$ cat src/rtl/l2_tlb_refill_if.sv
// Command and RAM-write bundle between the L2 TLB write controller and its requester.
// Signal suffixes are from the controller's point of view.
interface l2_tlb_refill_if #(
  parameter int ADDR_WIDTH     = 32,
  parameter int SET_WIDTH      = 5,
  parameter int OFFSET_WIDTH   = 4,
  parameter int RAM_DATA_WIDTH = 24
);
  localparam int IW = SET_WIDTH + OFFSET_WIDTH + 1;

  logic                      req_valid_i;
  logic                      req_ready_o;
  logic [1:0]                req_cmd_i;
  logic [IW-1:0]             req_idx_i;
  logic [ADDR_WIDTH-1:0]     req_vaddr_i;
  logic                      req_master_i;
  logic                      req_wen_i;
  logic                      req_ren_i;
  logic                      search_active_i;
  logic                      busy_o;
  logic                      ram_we_o;
  logic [IW-1:0]             ram_addr_o;
  logic [RAM_DATA_WIDTH-1:0] ram_wdata_o;
  logic                      done_valid_o;
  logic [IW-1:0]             done_idx_o;
  logic                      done_err_o;

  modport slave (
    input  req_valid_i, req_cmd_i, req_idx_i, req_vaddr_i,
           req_master_i, req_wen_i, req_ren_i, search_active_i,
    output req_ready_o, busy_o, ram_we_o, ram_addr_o, ram_wdata_o,
           done_valid_o, done_idx_o, done_err_o
  );

  modport master (
    output req_valid_i, req_cmd_i, req_idx_i, req_vaddr_i,
           req_master_i, req_wen_i, req_ren_i, search_active_i,
    input  req_ready_o, busy_o, ram_we_o, ram_addr_o, ram_wdata_o,
           done_valid_o, done_idx_o, done_err_o
  );
endinterface

$ cat src/rtl/l2_tlb_refill.sv
// L2 TLB tag-RAM write controller: indexed/auto refills with per-set round-robin
// replacement and a full flush sweep, never writing right after a search cycle.
module l2_tlb_refill #(
  parameter int ADDR_WIDTH     = 32,
  parameter int PAGE_SIZE      = 4096,
  parameter int SET_WIDTH      = 5,
  parameter int OFFSET_WIDTH   = 4,
  parameter int RAM_DATA_WIDTH = 24
) (
  input logic            clk_i,
  input logic            rst_ni,
  l2_tlb_refill_if.slave bus
);
  localparam int IGNORE_LSB = $clog2(PAGE_SIZE);
  localparam int IW         = SET_WIDTH + OFFSET_WIDTH + 1;
  localparam int PW         = OFFSET_WIDTH + 1;
  localparam int NSETS      = 1 << SET_WIDTH;
  localparam int VPN_W      = ADDR_WIDTH - IGNORE_LSB;

  localparam logic [1:0] CMD_IDX   = 2'b00;
  localparam logic [1:0] CMD_AUTO  = 2'b01;
  localparam logic [1:0] CMD_FLUSH = 2'b10;

  typedef enum logic [2:0] {
    S_IDLE,
    S_WAIT,
    S_WRITE,
    S_FLUSH,
    S_DONE
  } state_e;

  state_e                    state_q;
  logic                      ready_q;
  logic                      busy_q;
  logic                      we_q;
  logic [IW-1:0]             addr_q;
  logic [RAM_DATA_WIDTH-1:0] wdata_q;
  logic                      done_q;
  logic [IW-1:0]             didx_q;
  logic                      derr_q;
  logic [PW-1:0]             ptr_q [NSETS];

  logic [1:0]                cmd_q;
  logic [IW-1:0]             idx_q;
  logic [VPN_W-1:0]          vpn_q;
  logic                      master_q;
  logic                      wen_q;
  logic                      ren_q;

  logic                      hs;
  logic [SET_WIDTH-1:0]      set_d;
  logic [PW-1:0]             way_d;
  logic [IW-1:0]             tgt_d;
  logic [RAM_DATA_WIDTH-1:0] entry_d;

  assign hs      = bus.req_valid_i & ready_q;
  assign set_d   = vpn_q[SET_WIDTH-1:0];
  assign way_d   = ptr_q[set_d];
  // The way MSB sits above the set index so the two way halves form separate banks.
  assign tgt_d   = (cmd_q == CMD_AUTO) ? {way_d[PW-1], set_d, way_d[PW-2:0]} : idx_q;
  assign entry_d = {vpn_q, master_q, wen_q, ren_q, 1'b1};

  assign bus.req_ready_o  = ready_q;
  assign bus.busy_o       = busy_q;
  assign bus.ram_we_o     = we_q;
  assign bus.ram_addr_o   = addr_q;
  assign bus.ram_wdata_o  = wdata_q;
  assign bus.done_valid_o = done_q;
  assign bus.done_idx_o   = didx_q;
  assign bus.done_err_o   = derr_q;

  // Request capture: pure data, no reset needed.
  always_ff @(posedge clk_i) begin
    if (hs) begin
      cmd_q    <= bus.req_cmd_i;
      idx_q    <= bus.req_idx_i;
      vpn_q    <= bus.req_vaddr_i[ADDR_WIDTH-1:IGNORE_LSB];
      master_q <= bus.req_master_i;
      wen_q    <= bus.req_wen_i;
      ren_q    <= bus.req_ren_i;
    end
  end

  always_ff @(posedge clk_i or negedge rst_ni) begin
    if (!rst_ni) begin
      state_q <= S_IDLE;
      ready_q <= 1'b1;
      busy_q  <= 1'b0;
      we_q    <= 1'b0;
      addr_q  <= '0;
      wdata_q <= '0;
      done_q  <= 1'b0;
      didx_q  <= '0;
      derr_q  <= 1'b0;
      for (int i = 0; i < NSETS; i++) ptr_q[i] <= '0;
    end else begin
      case (state_q)
        S_IDLE: begin
          if (hs) begin
            ready_q <= 1'b0;
            busy_q  <= 1'b1;
            case (bus.req_cmd_i)
              CMD_IDX, CMD_AUTO: state_q <= S_WAIT;
              CMD_FLUSH: begin
                state_q <= S_FLUSH;
                addr_q  <= '0;
                wdata_q <= '0;
                we_q    <= ~bus.search_active_i;
              end
              default: begin
                state_q <= S_DONE;
                done_q  <= 1'b1;
                derr_q  <= 1'b1;
                didx_q  <= '0;
              end
            endcase
          end
        end
        S_WAIT: begin
          if (!bus.search_active_i) begin
            state_q <= S_WRITE;
            we_q    <= 1'b1;
            addr_q  <= tgt_d;
            wdata_q <= entry_d;
          end
        end
        S_WRITE: begin
          state_q <= S_DONE;
          we_q    <= 1'b0;
          done_q  <= 1'b1;
          didx_q  <= addr_q;
          if (cmd_q == CMD_AUTO) ptr_q[set_d] <= way_d + PW'(1);
        end
        S_FLUSH: begin
          for (int i = 0; i < NSETS; i++) ptr_q[i] <= '0;
          // addr_q doubles as the sweep counter; it only advances after a real write.
          if (we_q && (addr_q == {IW{1'b1}})) begin
            state_q <= S_DONE;
            we_q    <= 1'b0;
            done_q  <= 1'b1;
            didx_q  <= '0;
          end else begin
            if (we_q) addr_q <= addr_q + IW'(1);
            we_q <= ~bus.search_active_i;
          end
        end
        S_DONE: begin
          state_q <= S_IDLE;
          done_q  <= 1'b0;
          didx_q  <= '0;
          derr_q  <= 1'b0;
          busy_q  <= 1'b0;
          ready_q <= 1'b1;
        end
        default: state_q <= S_IDLE;
      endcase
    end
  end
endmodule

$ cat src/flat_wrapper.sv
// flat-port wrapper written by rule: the top's interface ports become plain ports
module l2_tlb_refill_flat 
#(
  parameter int ADDR_WIDTH     = 32,
  parameter int PAGE_SIZE      = 4096,
  parameter int SET_WIDTH      = 5,
  parameter int OFFSET_WIDTH   = 4,
  parameter int RAM_DATA_WIDTH = 24
)
  (clk_i, rst_ni, bus_req_valid_i, bus_req_cmd_i, bus_req_idx_i, bus_req_vaddr_i, bus_req_master_i, bus_req_wen_i, bus_req_ren_i, bus_search_active_i, bus_req_ready_o, bus_busy_o, bus_ram_we_o, bus_ram_addr_o, bus_ram_wdata_o, bus_done_valid_o, bus_done_idx_o, bus_done_err_o);
  l2_tlb_refill_if #(.ADDR_WIDTH(ADDR_WIDTH), .SET_WIDTH(SET_WIDTH), .OFFSET_WIDTH(OFFSET_WIDTH), .RAM_DATA_WIDTH(RAM_DATA_WIDTH)) bus_i ();
  input logic clk_i;
  input logic rst_ni;
  input wire logic [$bits(bus_i.req_valid_i)-1:0] bus_req_valid_i;
  input wire logic [$bits(bus_i.req_cmd_i)-1:0] bus_req_cmd_i;
  input wire logic [$bits(bus_i.req_idx_i)-1:0] bus_req_idx_i;
  input wire logic [$bits(bus_i.req_vaddr_i)-1:0] bus_req_vaddr_i;
  input wire logic [$bits(bus_i.req_master_i)-1:0] bus_req_master_i;
  input wire logic [$bits(bus_i.req_wen_i)-1:0] bus_req_wen_i;
  input wire logic [$bits(bus_i.req_ren_i)-1:0] bus_req_ren_i;
  input wire logic [$bits(bus_i.search_active_i)-1:0] bus_search_active_i;
  output wire logic [$bits(bus_i.req_ready_o)-1:0] bus_req_ready_o;
  output wire logic [$bits(bus_i.busy_o)-1:0] bus_busy_o;
  output wire logic [$bits(bus_i.ram_we_o)-1:0] bus_ram_we_o;
  output wire logic [$bits(bus_i.ram_addr_o)-1:0] bus_ram_addr_o;
  output wire logic [$bits(bus_i.ram_wdata_o)-1:0] bus_ram_wdata_o;
  output wire logic [$bits(bus_i.done_valid_o)-1:0] bus_done_valid_o;
  output wire logic [$bits(bus_i.done_idx_o)-1:0] bus_done_idx_o;
  output wire logic [$bits(bus_i.done_err_o)-1:0] bus_done_err_o;
  assign bus_i.req_valid_i = bus_req_valid_i;
  assign bus_i.req_cmd_i = bus_req_cmd_i;
  assign bus_i.req_idx_i = bus_req_idx_i;
  assign bus_i.req_vaddr_i = bus_req_vaddr_i;
  assign bus_i.req_master_i = bus_req_master_i;
  assign bus_i.req_wen_i = bus_req_wen_i;
  assign bus_i.req_ren_i = bus_req_ren_i;
  assign bus_i.search_active_i = bus_search_active_i;
  assign bus_req_ready_o = bus_i.req_ready_o;
  assign bus_busy_o = bus_i.busy_o;
  assign bus_ram_we_o = bus_i.ram_we_o;
  assign bus_ram_addr_o = bus_i.ram_addr_o;
  assign bus_ram_wdata_o = bus_i.ram_wdata_o;
  assign bus_done_valid_o = bus_i.done_valid_o;
  assign bus_done_idx_o = bus_i.done_idx_o;
  assign bus_done_err_o = bus_i.done_err_o;
  l2_tlb_refill #(.ADDR_WIDTH(ADDR_WIDTH), .PAGE_SIZE(PAGE_SIZE), .SET_WIDTH(SET_WIDTH), .OFFSET_WIDTH(OFFSET_WIDTH), .RAM_DATA_WIDTH(RAM_DATA_WIDTH)) u_core (.clk_i(clk_i), .rst_ni(rst_ni), .bus(bus_i));
endmodule
$ cat config.mk
export PLATFORM = sky130hd
export DESIGN_NAME = l2_tlb_refill_flat
export DESIGN_NICKNAME = d
export VERILOG_FILES = /design/src/rtl/l2_tlb_refill_if.sv /design/src/rtl/l2_tlb_refill.sv /design/src/flat_wrapper.sv
export SDC_FILE = /design/constraint.sdc
export NUM_CORES = 1
export LEC_CHECK = 0
export CORE_MARGIN = 5
export CORE_UTILIZATION = 35
export DETAILED_ROUTE_END_ITERATION = 8
export GPL_TIMING_DRIVEN = 0
export MAX_ROUTING_LAYER = met4
export PLACE_DENSITY = 0.5
export SLEW_MARGIN = 20
export SYNTH_ARGS = -nofsm -noshare
export SYNTH_HDL_FRONTEND = slang
export SYNTH_SLANG_ARGS = --single-unit
$ cat constraint.sdc
create_clock -name clk_i -period 4.31 [get_ports clk_i]
set_input_delay 0.862 -clock clk_i [delete_from_list [all_inputs] [get_ports clk_i]]
set_output_delay 0.862 -clock clk_i [all_outputs]
set_load 0.05 [all_outputs]
==> impl_metrics.csv <==
group,metric,value,unit
placed_design,port_buffers,87,
drt,ant_nets,0,
synthesis,netlist_instances,1145,
clock_network,cts_tree,"built",
cells_and_area,fin_nets,1322,
clock_network,cts_buffers,29,
placed_design,dp_hpwl,31910,um
clock_network,cts_root_buffer,"clkbuf_16",
timing,worst_pin_slew,1.190,ns
synthesis,ys_seq_area_share,53.02,%
cells_and_area,drive_gt1_share,11.15,%
clock_network,cts_sinks,247,
cells_and_area,syn2layout_area_growth,21.56,%
critical_path,path_class,"flop to flop",
cells_and_area,antenna_cells,0,
drt,wl,45690,um
timing,slew_headroom,19.94,%
cells_and_area,fin_cells,1740,
die,die_w,195.1,um
timing,min_period_over_period,99.40,%
synthesis,yosysWarningCount,0,
timing,fin_worst_skew,0.03877,ns
grt,grt_usage,24.01,%
run,drv_cap,0,
critical_path,path_max_fanout,18,
timing,slew_viol_final,0,
grt,antenna_found_initial,0,
critical_path,critPathLaunchType,"flop",
drt,routedWlPerCell,26.26,um
die,die_y,195.1,um
die,rows,67,
power_and_ir_drop,p_leak,0.005754,uW
cells_and_area,finalInstanceArea,14580,um2
synthesis,synth.avg_cell_area,10.47,um2
clock_network,ctsHtreeMaxLevel,1,
timing,fin_setup_tns,0,ns
critical_path,startpoint,"u_core.vpn_q[1]$_DFFE_PP_",
critical_path,cp.arrival,4.71,ns
synthesis,syn-num-nets,1198,
drt,dr.pass1.iters,5,
die,core_area,33700,um2
power_and_ir_drop,power.density,360.9,nW/um2
synthesis,ys_types,73,
drt,vias_per_cell,5.825,
synthesis,synth_edf_count,35,
critical_path,endpoint_kind,"flop",
synthesis,synth_top_family_by_area,"compound AO/OA/AOI/OAI gates",
synthesis,yosys.area_share.simple,14.39,%
clock_network,cts_buffer_depth,3,
timing,setup-violations-final,0,
grt,grt_max_degree,90,
timing,max_freq,233.4,MHz
timing,period_minus_slack,4.284,ns
critical_path,worstReg2RegStart,"u_core.vpn_q[1]$_DFFE_PP_",
placed_design,placed_cells,1684,
cells_and_area,multi_input_comb_area,5235,um2
synthesis,synth-adder-area-share,0.2087,%
power_and_ir_drop,ir_drop,0.0003146,V
placed_design,place_area,13530,um2
die,ios,100,
grt,grt_overflow_total,0,
synthesis,ys_async_sr_fraction,85.83,%
status,outcome,"finished, final reports clean",
synthesis,synth_area,11990,um2
drt,drc_errors,0,
timing,hold_viol_final,0,
placed_design,preCtsSetupSlack,-0.6900,ns
die,dieArea,38060,um2
critical_path,required,4.74,ns
placed_design,gp_congestion,0.9925,
clock_network,path_clk_slew,0.06,ns
synthesis,synth_mux_area_share,7.972,%
synthesis,synthXorXnorAreaFrac,0,%
clock_network,cts_hold_buf,0,
clock_network,insertion_delay,0.59,ns
grt,grt_pass1_vias,10234,
synthesis,synth_ff_type,"dfrtp_1",
cells_and_area,register_area,6357,um2
synthesis,synth-seq-cells,247,
timing,setup_ws,0.02597,ns
grt,grt_pass1_wl,67850,um
cells_and_area,fillCellCount,3299,
drt,vias,10135,
timing,hold_slack,0.2736,ns
hold_path,hold_path_class,"input pin to async pin",
synthesis,synth-compound-area-share,20.46,%
drt,drt-initial-drc-count,857,
die,initial_core_util,35.58,%
-- report_power, final --
group / total, uW / switching (uW) / internal [uW]
Combinational: 300 / 189 / 111
Clock: 2520 / 1030 / 1480
Sequential: 2440 / 52.9 / 2390
Total: 5260 / 1280 / 3980
-- critical path: stages, from the launching register on --
cell and delay, ns:
edfxtp_1 0.34, buf_6 0.18, buf_6 0.23, buf_6 0.28, mux2i_2 0.38, o22ai_1 0.14, nor4_2 0.36, and2_1 0.18
buf_2 0.29, inv_4 0.19, ha_1 0.31, a21boi_2 0.25, a21oi_4 0.48, buf_2 0.38, o31ai_1 0.12
-- through the flow --
stage          total power, uW  utilization (%)
2_1_floorplan             2613                -
3_3_place_gp              2786            39.83
3_5_place_dp              2791            40.15
4_1_cts                   5300            43.13
5_1_grt                   5423            43.25
6_report                  5260            43.25
-- state kept, by name (all words and copies together), names as in the netlist --
name / flops
u_core.bus.ram_addr_o: 10
u_core.master_q: 1
u_core.state_q: 3
u_core.idx_q: 10
u_core.vpn_q: 20
u_core.bus.done_err_o: 1
u_core.ren_q: 1
u_core.bus.busy_o: 1
u_core.wen_q: 1
u_core.bus.done_valid_o: 1
u_core.cmd_q: 2
u_core.bus.ram_wdata_o: 24
u_core.ptr_q: 160
u_core.bus.req_ready_o: 1
u_core.bus.ram_we_o: 1
u_core.bus.done_idx_o: 10
-- worst paths after layout --
| path | endpoint | slack [ns] | depth (start not counted) |
|---|---|---|---|
| setup / recovery | u_core.ptr_q[49]$_DFFE_PN0P_ | 0.03 | 14 |
| hold / removal | u_core.ptr_q[72]$_DFFE_PN0P_ | 0.27 | 1 |
| setup reg to reg | u_core.ptr_q[49]$_DFFE_PN0P_ | 0.03 | 14 |
| hold reg to reg | u_core.bus.ram_wdata_o[21]$_DFFE_PN0P_ | 0.45 | 1 |
| max in group asynchronous | u_core.bus.done_idx_o[5]$_DFFE_PN0P_ | 2.92 | 3 |
| min in group clk_i | u_core.bus.ram_wdata_o[21]$_DFFE_PN0P_ | 0.45 | 1 |
-- metal layers --
layer	GRT usage (%)	routed length, um
met5	-	0
met4	9.982	2427
met3	4.222	3348
met2	35.97	20500
met1	32.40	19420
-- cells by family (layout without fill, tap and decap cells) --
| family | Yosys count | count (layout) |
|---|---|---|
| simple gates | 369 | 369 |
| mux | 93 | 93 |
| compound gates | 350 | 350 |
| buf+inv | 84 | 231 |
| flops | 247 | 247 |
| fa+ha+maj | 2 | 2 |
-- synth_stat cells, types with 5 or more instances --
| master | number | share of area [%] |
|---|---|---|
| a211oi_1 | 37 | 2.3 |
| a211oi_2 | 10 | 1.0 |
| a21oi_1 | 58 | 2.4 |
| a22o_1 | 39 | 2.8 |
| a311oi_1 | 16 | 1.2 |
| a32o_1 | 5 | 0.42 |
| and2_1 | 5 | 0.26 |
| and3_1 | 7 | 0.37 |
| buf_2 | 16 | 0.67 |
| buf_6 | 16 | 1.5 |
| clkbuf_1 | 44 | 1.4 |
| dfrtp_1 | 211 | 44 |
| edfxtp_1 | 35 | 8.8 |
| mux2i_1 | 91 | 7.6 |
| nand2_1 | 192 | 6.0 |
| nand3_1 | 21 | 0.88 |
| nand4b_1 | 5 | 0.37 |
| nor2_1 | 77 | 2.4 |
| nor2b_1 | 6 | 0.31 |
| nor3_1 | 7 | 0.29 |
| nor4_1 | 5 | 0.26 |
| o21ai_0 | 91 | 3.8 |
| o22ai_1 | 38 | 2.0 |
| o31ai_1 | 24 | 1.5 |
| o31ai_2 | 10 | 1.0 |
| or4bb_1 | 6 | 0.56 |
-- cells in the final DEF, fill, tap and decap left out, types with 5 or more instances in the layout --
cell             instances
clkbuf_16               29
o21ai_0                 91
clkdlybuf4s50_1         86
a32o_1                   5
or4bb_1                  6
o31ai_1                 24
buf_2                   15
and3_1                   7
mux2i_1                 87
nand2_1                192
a311oi_1                16
buf_6                   18
a211oi_2                10
buf_4                    8
a211oi_1                37
nand4b_1                 5
a21oi_1                 58
dfrtp_1                211
o22ai_1                 38
clkbuf_1                55
nor2_1                  77
a22o_1                  39
nor3_1                   6
clkinv_2                 5
edfxtp_1                35
nand3_1                 21
o31ai_2                 10
and2_1                   5
nor2b_1                  6
-- cell type report --
type,count,share of cell area (%)
plain buffers,79,3.142
clock buffers,45,5.597
well taps,448,3.846
multi-input cells,814,35.92
clock inverters,9,0.9271
inverters,3,0.09443
repair buffers,95,6.859
flip-flops and latches,247,43.62
-- what timing repair did --
item	4_1_cts	5_1_grt
buffers inserted	0	4
endpoints found under the setup margin	79	20
pin swaps	1	2
hold endpoints to repair	0	0
gates resized for setup	11	2
No activity file was read; power rests on OpenSTA's default activity.
